==> config.mk <==
export PLATFORM = sky130hd
export DESIGN_NAME = tiled_bram_stream_fetch
export DESIGN_NICKNAME = d
export VERILOG_FILES = /design/src/rtl/tiled_bram_stream_fetch.sv
export SDC_FILE = /design/constraint.sdc
export NUM_CORES = 1
export LEC_CHECK = 0
export CAP_MARGIN = 20
export CORE_MARGIN = 2
export CORE_UTILIZATION = 55
export DETAILED_ROUTE_END_ITERATION = 8
export GPL_TIMING_DRIVEN = 0
export PLACE_DENSITY = 0.78
export SLEW_MARGIN = 25
export SYNTH_ARGS = -nofsm -noshare
export SYNTH_HDL_FRONTEND = slang
export SYNTH_SLANG_ARGS = --single-unit
==> constraint.sdc <==
create_clock -name clk -period 57.6 [get_ports clk]
set_input_delay 5.76 -clock clk [delete_from_list [all_inputs] [get_ports clk]]
set_output_delay 5.76 -clock clk [all_outputs]
set_load 0.03 [all_outputs]
==> src/rtl/tiled_bram_stream_fetch.sv <==
// Tile walker over a dual-port BRAM region: issues credit-limited Port-B reads
// along a strided rectangle and streams the returned words through an FWFT FIFO.
module tiled_bram_stream_fetch #(
    parameter int ADDR_WIDTH  = 16,
    parameter int DATA_WIDTH  = 256,
    parameter int DIM_WIDTH   = 10,
    parameter int RD_LATENCY  = 2,
    parameter int FIFO_DEPTH  = 4,
    parameter int BANK_OFFSET = 8192
) (
    input  logic                  clk,
    input  logic                  rst,
    input  logic                  start,
    input  logic [ADDR_WIDTH-1:0] cfg_base,
    input  logic [DIM_WIDTH-1:0]  cfg_rows,
    input  logic [DIM_WIDTH-1:0]  cfg_words,
    input  logic [ADDR_WIDTH-1:0] cfg_stride,
    input  logic                  cfg_bank,
    output logic                  bram_en,
    output logic [ADDR_WIDTH-1:0] bram_addr,
    input  logic [DATA_WIDTH-1:0] bram_dout,
    output logic                  out_valid,
    input  logic                  out_ready,
    output logic [DATA_WIDTH-1:0] out_data,
    output logic                  out_row_last,
    output logic                  out_last,
    output logic                  busy,
    output logic                  done
);
    localparam int PW = $clog2(FIFO_DEPTH);
    localparam int CW = $clog2(FIFO_DEPTH + 1) + 1;

    typedef enum logic [1:0] {IDLE, ISSUE, DRAIN, DONE} state_t;

    typedef struct packed {
        logic                  row_last;
        logic                  last;
        logic [DATA_WIDTH-1:0] data;
    } entry_t;

    state_t                state_q, state_d;
    logic [ADDR_WIDTH-1:0] stride_q, stride_d;
    logic [DIM_WIDTH-1:0]  rows_q, rows_d;
    logic [DIM_WIDTH-1:0]  words_q, words_d;
    logic [DIM_WIDTH-1:0]  row_q, row_d;
    logic [DIM_WIDTH-1:0]  word_q, word_d;
    logic [ADDR_WIDTH-1:0] row_base_q, row_base_d;
    logic [ADDR_WIDTH-1:0] addr_q, addr_d;

    logic [RD_LATENCY-1:0] vld_pipe_q, vld_pipe_d;
    logic [RD_LATENCY-1:0] rl_pipe_q, rl_pipe_d;
    logic [RD_LATENCY-1:0] last_pipe_q, last_pipe_d;
    logic [CW-1:0]         inflight_q, inflight_d;

    entry_t                mem_q [FIFO_DEPTH];
    logic [PW-1:0]         wr_ptr_q, wr_ptr_d;
    logic [PW-1:0]         rd_ptr_q, rd_ptr_d;
    logic [CW-1:0]         cnt_q, cnt_d;

    logic issue, credit, word_end, row_end, wr_en, pop;

    assign wr_en = vld_pipe_q[RD_LATENCY-1];
    assign pop   = out_valid & out_ready;

    always_comb begin
        state_d    = state_q;
        stride_d   = stride_q;
        rows_d     = rows_q;
        words_d    = words_q;
        row_d      = row_q;
        word_d     = word_q;
        row_base_d = row_base_q;
        addr_d     = addr_q;
        issue      = 1'b0;
        // Reads already in the pipe plus buffered words must leave room for this one.
        credit     = (inflight_q + cnt_q) < CW'(FIFO_DEPTH);
        word_end   = (word_q == words_q - DIM_WIDTH'(1));
        row_end    = (row_q == rows_q - DIM_WIDTH'(1));
        case (state_q)
            IDLE: begin
                if (start) begin
                    stride_d   = cfg_stride;
                    rows_d     = cfg_rows;
                    words_d    = cfg_words;
                    row_d      = '0;
                    word_d     = '0;
                    row_base_d = (cfg_bank ? ADDR_WIDTH'(BANK_OFFSET) : '0) + cfg_base;
                    addr_d     = row_base_d;
                    state_d    = (cfg_rows == '0 || cfg_words == '0) ? DONE : ISSUE;
                end
            end
            ISSUE: begin
                if (credit) begin
                    issue = 1'b1;
                    if (word_end) begin
                        word_d     = '0;
                        row_d      = row_q + DIM_WIDTH'(1);
                        row_base_d = row_base_q + stride_q;
                        addr_d     = row_base_q + stride_q;
                        if (row_end) state_d = DRAIN;
                    end else begin
                        word_d = word_q + DIM_WIDTH'(1);
                        addr_d = addr_q + ADDR_WIDTH'(1);
                    end
                end
            end
            DRAIN: begin
                // The tile-final word leaving the FIFO means nothing else is pending.
                if (pop && out_last) state_d = DONE;
            end
            DONE:    state_d = IDLE;
            default: state_d = IDLE;
        endcase
    end

    always_comb begin
        vld_pipe_d     = vld_pipe_q;
        rl_pipe_d      = rl_pipe_q;
        last_pipe_d    = last_pipe_q;
        vld_pipe_d[0]  = issue;
        rl_pipe_d[0]   = issue & word_end;
        last_pipe_d[0] = issue & word_end & row_end;
        for (int i = 1; i < RD_LATENCY; i++) begin
            vld_pipe_d[i]  = vld_pipe_q[i-1];
            rl_pipe_d[i]   = rl_pipe_q[i-1];
            last_pipe_d[i] = last_pipe_q[i-1];
        end
        inflight_d = inflight_q + CW'(issue) - CW'(wr_en);
        cnt_d      = cnt_q + CW'(wr_en) - CW'(pop);
        wr_ptr_d   = wr_ptr_q + PW'(wr_en);
        rd_ptr_d   = rd_ptr_q + PW'(pop);
    end

    always_ff @(posedge clk) begin
        if (rst) begin
            state_q     <= IDLE;
            stride_q    <= '0;
            rows_q      <= '0;
            words_q     <= '0;
            row_q       <= '0;
            word_q      <= '0;
            row_base_q  <= '0;
            addr_q      <= '0;
            vld_pipe_q  <= '0;
            rl_pipe_q   <= '0;
            last_pipe_q <= '0;
            inflight_q  <= '0;
            wr_ptr_q    <= '0;
            rd_ptr_q    <= '0;
            cnt_q       <= '0;
        end else begin
            state_q     <= state_d;
            stride_q    <= stride_d;
            rows_q      <= rows_d;
            words_q     <= words_d;
            row_q       <= row_d;
            word_q      <= word_d;
            row_base_q  <= row_base_d;
            addr_q      <= addr_d;
            vld_pipe_q  <= vld_pipe_d;
            rl_pipe_q   <= rl_pipe_d;
            last_pipe_q <= last_pipe_d;
            inflight_q  <= inflight_d;
            wr_ptr_q    <= wr_ptr_d;
            rd_ptr_q    <= rd_ptr_d;
            cnt_q       <= cnt_d;
        end
    end

    // Storage is not reset; stale entries are hidden because the outputs are gated by occupancy.
    always_ff @(posedge clk) begin
        if (wr_en) begin
            mem_q[wr_ptr_q] <= '{row_last: rl_pipe_q[RD_LATENCY-1],
                                 last:     last_pipe_q[RD_LATENCY-1],
                                 data:     bram_dout};
        end
    end

    assign bram_en      = issue;
    assign bram_addr    = addr_q;
    assign out_valid    = (cnt_q != '0);
    assign out_data     = out_valid ? mem_q[rd_ptr_q].data : '0;
    assign out_row_last = out_valid & mem_q[rd_ptr_q].row_last;
    assign out_last     = out_valid & mem_q[rd_ptr_q].last;
    assign busy         = (state_q == ISSUE) || (state_q == DRAIN);
    assign done         = (state_q == DONE);
endmodule

==> reports/qor.yml, run 1 <==
peakVddDrop_uv: 50.19
tritoncts: "built"
dp_hpwl_mm: 76.51
avgRoutedWirePerCell_um: 25.30
period_needed_ns: 10.14
critPathRequiredTime_ns: 51.84
clock_power_share_pct: 25.9
drc: 0
rrSetupSlack_ns: 53.97
p_switching_uw: 992.4
die_w_um: 290.1
dieArea_sq_um: 84160
clk_pin_slew_ns: 0.06
dp_slack_ns: 47.86
cts_inserted_buffers: 110
drt_first_iter_violations: 1925
pwr_density_cell_nw_per_um2: 49.13
grtUsageTotal_pct: 26.19
ys_seq_elements: 1140
yosysTopAreaCellShare_pct: 68.83
route.antenna.remaining_nets: 0
start_kind: "register"
worstSkewPairLatency_ns: 0.68
cap_violations: 0
ys.flop_type: "edfxtp_1"
worstMarginPinSlew_ns: 1.076
comb_power_share_pct: 39.9
hold_buffers: 0
hold_class: "register to register"
via_count: 25420
post-route-worst-setup-slack_ns: 47.46
cts.repair.resized: 0
grt_max_degree: 44
hold_viol: 0
portBuffers: 590
netlist_area_sq_um: 45020
ys_seq_area_share_pct: 73.64
setup_tns_ns: 0
yosysUniqueCellTypes: 68
start_util_pct: 55.71
finalNetCount: 3555
cts_setup_buffers: 0
drive_gt1_share_pct: 15.83
die_h_um: 290.1
swShare_pct: 35.38
wirelength_mm: 110.7
cts.sinks: 1140
max_freq_mhz: 98.60
rows: 104
synth_edf_count: 1032
status: "finished, final reports clean"
critical_path.max_stage_delay_ns: 0.84
antenna_found_initial: 27
grt_pass1_vias: 26790
area_delta_synth_final_pct: 26.80
rsz0062_at_grt: "false"
ioPinCount: 591
relSlewSlack_pct: 28.29
overflow: 0
syn_avg_cell_area_sq_um: 18.55
clk_path_buf_depth: 3
grt_pass1_wl_mm: 165.8
slew_viol_final: 0
ys_top_cells_by_area: "edfxtp_1 69%, mux4_2 13%, dfxtp_1 4.8%, nor2b_1 3.7%, ha_1 1.1%"
final_common_cell: "edfxtp_1"
synth_nets: 2782
cp_common_cell: "clkbuf_1"
internal-power_mw: 1.812
post_drt_via_cell_ratio: 5.808
cts_max_level: 3
critPathMaxFanout: 11
fin_crit_sh_pct: 17.61
endpoint_kind: "output pin"
finalSetupViolCount: 0
async_flop_share_pct: 0
final_cell_mix: "1032 x edfxtp_1, 590 x clkdlybuf4s50_1, 268 x nor2b_1"
drtPass1Iterations: 5
synth_warnings: 0
cts_root_buf: "clkbuf_16"
fill_cells: 4943
arrival_ns: 4.38
seq_power_share_pct: 34.1
gp_congestion: 0.8875
criticalPathCategory: "register to output pin"
skew_ns: 0.03073
leakage_nw: 18.46
path_cells: "clkbuf_1 -> clkbuf_1 -> buf_1 -> mux4_2 -> nor2b_1 -> clkdlybuf4s50_1"
synth_top_area_cell: "edfxtp_1"
slowest_stage: "clkbuf_1"
coreArea_sq_um: 80810
netlist_instances: 2427
==> through the flow <==
stage / instances / util [%] / instance area (sq um) / hold slack [ns] / total power [mW]
finish: 4377 / 70.65 / 57090 / 0.4504 / 2.805
global route: 4374 / 70.64 / 57080 / 0.4655 / 2.909
CTS: 4358 / 70.58 / 57030 / 0.4495 / 2.824
detailed placement: 4148 / 65.99 / 53330 / 0.4255 / 2.091
global placement: 4077 / 64.66 / 52250 / 0.4307 / 2.093
floorplan: 2427 / - / 45020 / 0.4138 / 1.644
==> metal layers <==
layer	track usage [%]	share of wire (%)	up-vias
li1	-	-	11150
met1	32.15	37	12990
met2	44.90	51	1027
met3	5.936	7.3	241
met4	11.28	4.1	18
met5	0	0.11	-
==> state kept, by name, indices dropped and copies added (netlist names) <==
| signal | count |
|---|---|
| word_q | 10 |
| inflight_q | 4 |
| row_q | 10 |
| vld_pipe_q | 2 |
| last_pipe_q | 2 |
| stride_q | 16 |
| wr_ptr_q | 2 |
| cnt_q | 4 |
| rows_q | 10 |
| mem_q | 1032 |
| words_q | 10 |
| rd_ptr_q | 2 |
| rl_pipe_q | 2 |
| row_base_q | 16 |
| bram_addr | 16 |
| state_q | 2 |
==> worst max-delay path, delay by kind of cell (launching register included) <==
kind	cells	cell delay (ns)
AND/OR/NAND/NOR	1	0.17
buffers and inverters	4	2.61
flip-flops	1	0.33
multiplexers	1	0.61
==> synthesized netlist by cell type (4+ instances only) <==
| library cell | instances |
|---|---|
| a31oi_1 | 11 |
| xor2_1 | 31 |
| clkbuf_1 | 88 |
| nor3_1 | 18 |
| nor2b_1 | 268 |
| a211oi_1 | 8 |
| and3_1 | 7 |
| ha_1 | 39 |
| mux4_2 | 258 |
| edfxtp_1 | 1032 |
| o221ai_1 | 12 |
| xnor2_1 | 29 |
| nor4_1 | 10 |
| buf_1 | 33 |
| dfxtp_1 | 108 |
| inv_1 | 34 |
| a21oi_1 | 62 |
| nor2_1 | 86 |
| nand4_1 | 13 |
| o211ai_1 | 4 |
| nand2_1 | 126 |
| or3_1 | 7 |
| o21a_1 | 6 |
| nand2b_1 | 5 |
| nor3b_1 | 5 |
| o21bai_1 | 4 |
| a21o_1 | 7 |
| or2_2 | 5 |
| nand3_1 | 25 |
| o21ai_0 | 18 |
==> cell type report <==
class / instances / area [sq um] / area share (%)
Sequential cell: 1140 / 33150 / 58.07
Multi-Input combinational cell: 1128 / 11290 / 19.78
Timing Repair Buffer: 661 / 6953 / 12.18
Clock buffer: 137 / 2958 / 5.181
Tap cell: 1060 / 1326 / 2.323
Clock inverter: 73 / 748.2 / 1.311
Buffer: 124 / 479.2 / 0.8394
Inverter: 35 / 131.4 / 0.2301
Antenna cell: 19 / 47.55 / 0.08329
==> path summary, 6_finish.rpt <==
kind,startpoint,to,depth (start not counted)
setup / recovery,rd_ptr_q[0]$_SDFF_PP0_,out_data[65],6
hold / removal,last_pipe_q[0]$_SDFF_PP0_,last_pipe_q[1]$_SDFF_PP0_,1
setup reg to reg,cnt_q[1]$_SDFF_PP0_,bram_addr[13]$_SDFFE_PP0P_,9
hold reg to reg,last_pipe_q[0]$_SDFF_PP0_,last_pipe_q[1]$_SDFF_PP0_,1
==> logic make-up after synthesis <==
kind of cell,Yosys count,share of synthesized area [%]
muxes,261,12.97
buffers and inverters,159,1.340
and+or+nand+nor,590,7.017
AOI/OAI and AO/OA,174,2.596
adders and majority gates,42,1.217
xor gates and xnor gates,61,1.220
DFF,1140,73.64
==> power by group through the flow <==
stage	Clock (mW)	Sequential [mW]	Combinational (mW)
6_report	0.727	0.958	1.12
5_1_grt	0.770	0.960	1.18
4_1_cts	0.739	0.957	1.13
3_5_place_dp	0	0.974	1.12
3_3_place_gp	0	0.992	1.10
2_1_floorplan	0	0.986	0.658
No activity file was read; power rests on OpenSTA's default activity.
==> run 2, diff against run 1 <==
clock period = 9.5 ns   (was 57.6 ns; I/O delays follow)
==> run 2 against run 1 <==
Critical path depth stayed put; die area stayed put; worst setup slack worse by 43 ns; cell area about the same; clock skew down 0.0021 ns; core utilization fell by 0.063 points; wire length increased by 1.1%; first-iteration DRC count fell by 0.10%; largest power group unchanged; non-clock buffer count is 15 lower; power rose to 6.1 times the previous value; critical endpoint is now out_data[133]; worst hold slack lost 0.0093 ns.
==> reports/qor.yml, run 2 (synthesis results as in run 1) <==
status: "finished, final reports clean"
cts_root_buf: "clkbuf_16"
via_count: 25550
rsz0062_at_grt: "false"
start_kind: "register"
area_delta_synth_final_pct: 26.69
final_common_cell: "edfxtp_1"
cts.sinks: 1140
cts.repair.resized: 0
grt_pass1_vias: 26850
arrival_ns: 4.41
avgRoutedWirePerCell_um: 25.70
dpl-instance-area_sq_um: 53340
antenna_found_initial: 26
dieArea_sq_um: 84160
dp_hpwl_mm: 76.96
design_area_sq_um: 57040
critical-path-top-delay-family: "buffers and inverters"
seqCellArea_sq_um: 33150
worstSkewPairLatency_ns: 0.69
cp_num_buf_inv: 4
finalPower_mw: 16.99
largest_reg_flops: 1032
grt_pass1_wl_mm: 167.7
coreArea_sq_um: 80810
tritoncts: "built"
grtUsageTotal_pct: 26.62
slowest_stage: "buf_1"
clk_pin_slew_ns: 0.06
overflow: 0
route.antenna.remaining_nets: 0
drtPass1Iterations: 5
setup_tns_ns: 0
final_cell_mix: "1032 x edfxtp_1, 590 x clkdlybuf4s50_1, 268 x nor2b_1"
wirelength_mm: 111.9
die_h_um: 290.1
die_w_um: 290.1
drt_first_iter_violations: 1923
grt_max_degree: 45
max_freq_mhz: 186.7
cp_common_cell: "clkbuf_1"
drc: 0
start_util_pct: 55.71
critPathMaxFanout: 10
finalSetupViolCount: 0
relSlewSlack_pct: 31.79
endpoint_kind: "output pin"
finalNetCount: 3542
fin_crit_sh_pct: 56.40
utilization_pct: 70.58
period_needed_ns: 5.358
slew_viol_final: 0
rows: 104
portBuffers: 590
cap_violations: 0
leakage_nw: 18.35
hold_class: "register to register"
gp_congestion: 0.8909
critPathRequiredTime_ns: 8.55
peakVddDrop_uv: 280.4
clk_path_buf_depth: 3
post_drt_via_cell_ratio: 5.865
cts_max_level: 3
cts_setup_buffers: 0
top_register: "mem_q"
worstMarginPinSlew_ns: 1.023
path_cells: "clkbuf_1 -> clkbuf_1 -> buf_1 -> mux4_2 -> nor2b_1 -> clkdlybuf4s50_1"
pwr_density_cell_nw_per_um2: 297.9
ioPinCount: 591
criticalPathCategory: "register to output pin"
hold_viol: 0
fill_cells: 4966
skew_ns: 0.02865
hold_buffers: 0
multi_input_area_sq_um: 11300
drive_gt1_share_pct: 15.01
critical_path.max_stage_delay_ns: 0.83
cts_inserted_buffers: 112
-- run 2: worst paths after layout --
kind	start	to	slack (ns)	cells past startpoint
hold reg to reg	vld_pipe_q[0]$_SDFF_PP0_	vld_pipe_q[1]$_SDFF_PP0_	0.44	1
hold / removal	vld_pipe_q[0]$_SDFF_PP0_	vld_pipe_q[1]$_SDFF_PP0_	0.44	1
setup / recovery	rd_ptr_q[0]$_SDFF_PP0_	out_data[133]	4.14	6
setup reg to reg	cnt_q[1]$_SDFF_PP0_	bram_addr[9]$_SDFFE_PP0P_	5.81	9
-- run 2: routing by layer --
layer | vias up | GRT usage (%) | routed length, um
li1 | 11150 | - | -
met1 | 13120 | 32.76 | 41370
met2 | 1024 | 45.61 | 57940
met3 | 238 | 5.530 | 7658
met4 | 16 | 12.12 | 4873
met5 | - | 0 | 106
-- run 2: per-stage QoR --
| step | setup slack [ns] | hold slack, ns | std cells |
|---|---|---|---|
| global route | 3.901 | 0.4590 | 4354 |
| floorplan | 1.833 | 0.4138 | 2427 |
| global placement | -3.475 | 0.4392 | 4077 |
| finish | 4.142 | 0.4412 | 4356 |
| detailed placement | 4.744 | 0.4290 | 4132 |
| CTS | 3.978 | 0.4507 | 4336 |
-- run 2: layout make-up --
class	count	area share, %
Sequential cell	1140	58.12
Multi-Input combinational cell	1128	19.81
Timing Repair Buffer	646	12.21
Clock buffer	141	5.160
Tap cell	1060	2.325
Clock inverter	63	1.224
Buffer	124	0.8358
Inverter	35	0.2303
Antenna cell	19	0.08336
-- run 2: power by group --
| part | switching, mW | leakage (nW) | internal (mW) |
|---|---|---|---|
| Sequential | 0.135 | 10.2 | 5.67 |
| Combinational | 4.04 | 6.45 | 2.77 |
| Clock | 1.85 | 1.74 | 2.52 |
==> run 3, diff against run 2 <==
CORE_UTILIZATION = 50   (was 55)
PLACE_DENSITY = 0.74   (was 0.78)
clock period = 4.3 ns   (was 9.5 ns; I/O delays follow)
==> run 3 against run 2 <==
Worst hold slack got worse by 0.15 ns; sequential cell count stayed put; global-route usage is 3.3 points lower; die area rose by 9.9%; sequential share of layout area shrank 0.31 points.
==> reports/qor.yml, run 3 (synthesis results as in run 1) <==
status: "finished, final reports clean"
multi_input_area_sq_um: 11300
pwr_density_cell_nw_per_um2: 652.6
final_common_cell: "edfxtp_1"
grtUsageTotal_pct: 23.33
leakage_nw: 18.52
drc: 0
dieArea_sq_um: 92460
critPathMaxFanout: 10
finalPower_mw: 37.43
clk_pin_slew_ns: 0.06
largest_reg_flops: 1032
wirelength_mm: 108.1
gp_congestion: 0.9043
clk_path_buf_depth: 3
reg2reg_depth: 9
fin_crit_sh_pct: 94.53
coreArea_sq_um: 89600
criticalPathCategory: "register to output pin"
seqCellArea_sq_um: 33160
arrival_ns: 3.63
worstMarginPinSlew_ns: 0.9398
dr_wl_met3_mm: 7.744
finalNetCount: 3544
tritoncts: "built"
via_count: 25200
final_cell_mix: "1032 x edfxtp_1, 589 x clkdlybuf4s50_1, 267 x nor2b_1"
cts_root_buf: "clkbuf_16"
holdPathStages: 3
grt_max_degree: 43
area_delta_synth_final_pct: 27.38
ioPinCount: 591
peakVddDrop_uv: 752.5
hold_buffers: 0
worstSkewPairLatency_ns: 0.69
start_util_pct: 50.25
cap_violations: 0
fill_cells: 6099
die_w_um: 304.1
drtPass1Iterations: 6
cts.sinks: 1140
die_h_um: 304.1
critPathRequiredTime_ns: 3.87
relSlewSlack_pct: 37.35
grt_pass1_vias: 26390
start_kind: "register"
finalSetupViolCount: 0
portBuffers: 590
dp_hpwl_mm: 75.27
cts_inserted_buffers: 112
cts_max_level: 3
hold_ws_ns: 0.2932
hold_viol: 0
grt_pass1_wl_mm: 162.5
utilization_pct: 64.01
overflow: 0
hold_class: "primary input to register"
dpl-instance-area_sq_um: 53530
max_freq_mhz: 246.0
route.antenna.remaining_nets: 0
route.met2.wl_mm: 54.71
slew_viol_final: 0
cts_setup_buffers: 0
period_needed_ns: 4.065
wl_met1_mm: 41.25
top_register: "mem_q"
dr.max_layer_used: "met5"
avgRoutedWirePerCell_um: 24.14
drive_gt1_share_pct: 16.56
drt_first_iter_violations: 2090
antenna_found_initial: 30
skew_ns: 0.02069
rows: 110
endpoint_kind: "output pin"
design_area_sq_um: 57350
post_drt_via_cell_ratio: 5.626
==> run 3: final timing paths <==
kind / startpoint / to / slack, ns
setup / recovery: cnt_q[2]$_SDFF_PP0_ / out_data[202] / 0.24
hold / removal: cfg_stride[15] / stride_q[15]$_SDFFE_PP0P_ / 0.29
setup reg to reg: cnt_q[1]$_SDFF_PP0_ / bram_addr[9]$_SDFFE_PP0P_ / 0.60
hold reg to reg: vld_pipe_q[0]$_SDFF_PP0_ / vld_pipe_q[1]$_SDFF_PP0_ / 0.45
==> run 3: cell type report <==
type,count,area share [%]
multi-input combinational,1128,19.71
inverter,35,0.2291
clock inverter,73,1.124
buffer,124,1.104
sequential,1140,57.81
tap,1176,2.566
timing repair buffer,648,12.20
antenna,18,0.07854
clock buffer,137,5.177
==> run 3: metrics by stage <==
step | setup WS (ns) | setup TNS, ns | cells
global route | -0.002219 | -0.002219 | 4477
detailed placement | 0.1744 | 0 | 4251
global placement | -8.085 | -6819.30 | 4193
floorplan | -3.016 | -2262.64 | 2427
CTS | 0.004141 | 0 | 4461
finish | 0.2353 | 0 | 4479
==> run 3: timing repair <==
item / 4_1_cts / 5_1_grt
setup endpoints to repair: 221 / 78
pin swaps: 0 / 0
resized for setup: 55 / 22
==> run 3: layer usage <==
metal	GRT usage (%)	up-vias
met5	0	-
met1	28.73	12880
met2	39.43	903
met4	9.441	24
met3	6.142	240
li1	-	11160
==> run 3: worst max-delay path, stage by stage (launching register included) <==
cell,delay [ns]
dfxtp_1,0.32
inv_1,0.08
ha_1,0.16
nor3b_2,0.37
buf_4,0.25
clkbuf_2,0.47
clkbuf_1,0.49
nor2b_1,0.12
clkdlybuf4s50_1,0.69
==> run 3: report_power, final <==
part	switching [mW]	internal [mW]	total [mW]
Sequential	0.287	12.5	12.8
Clock	4.06	5.55	9.61
Combinational	8.81	6.20	15.0
Total	13.2	24.3	37.4
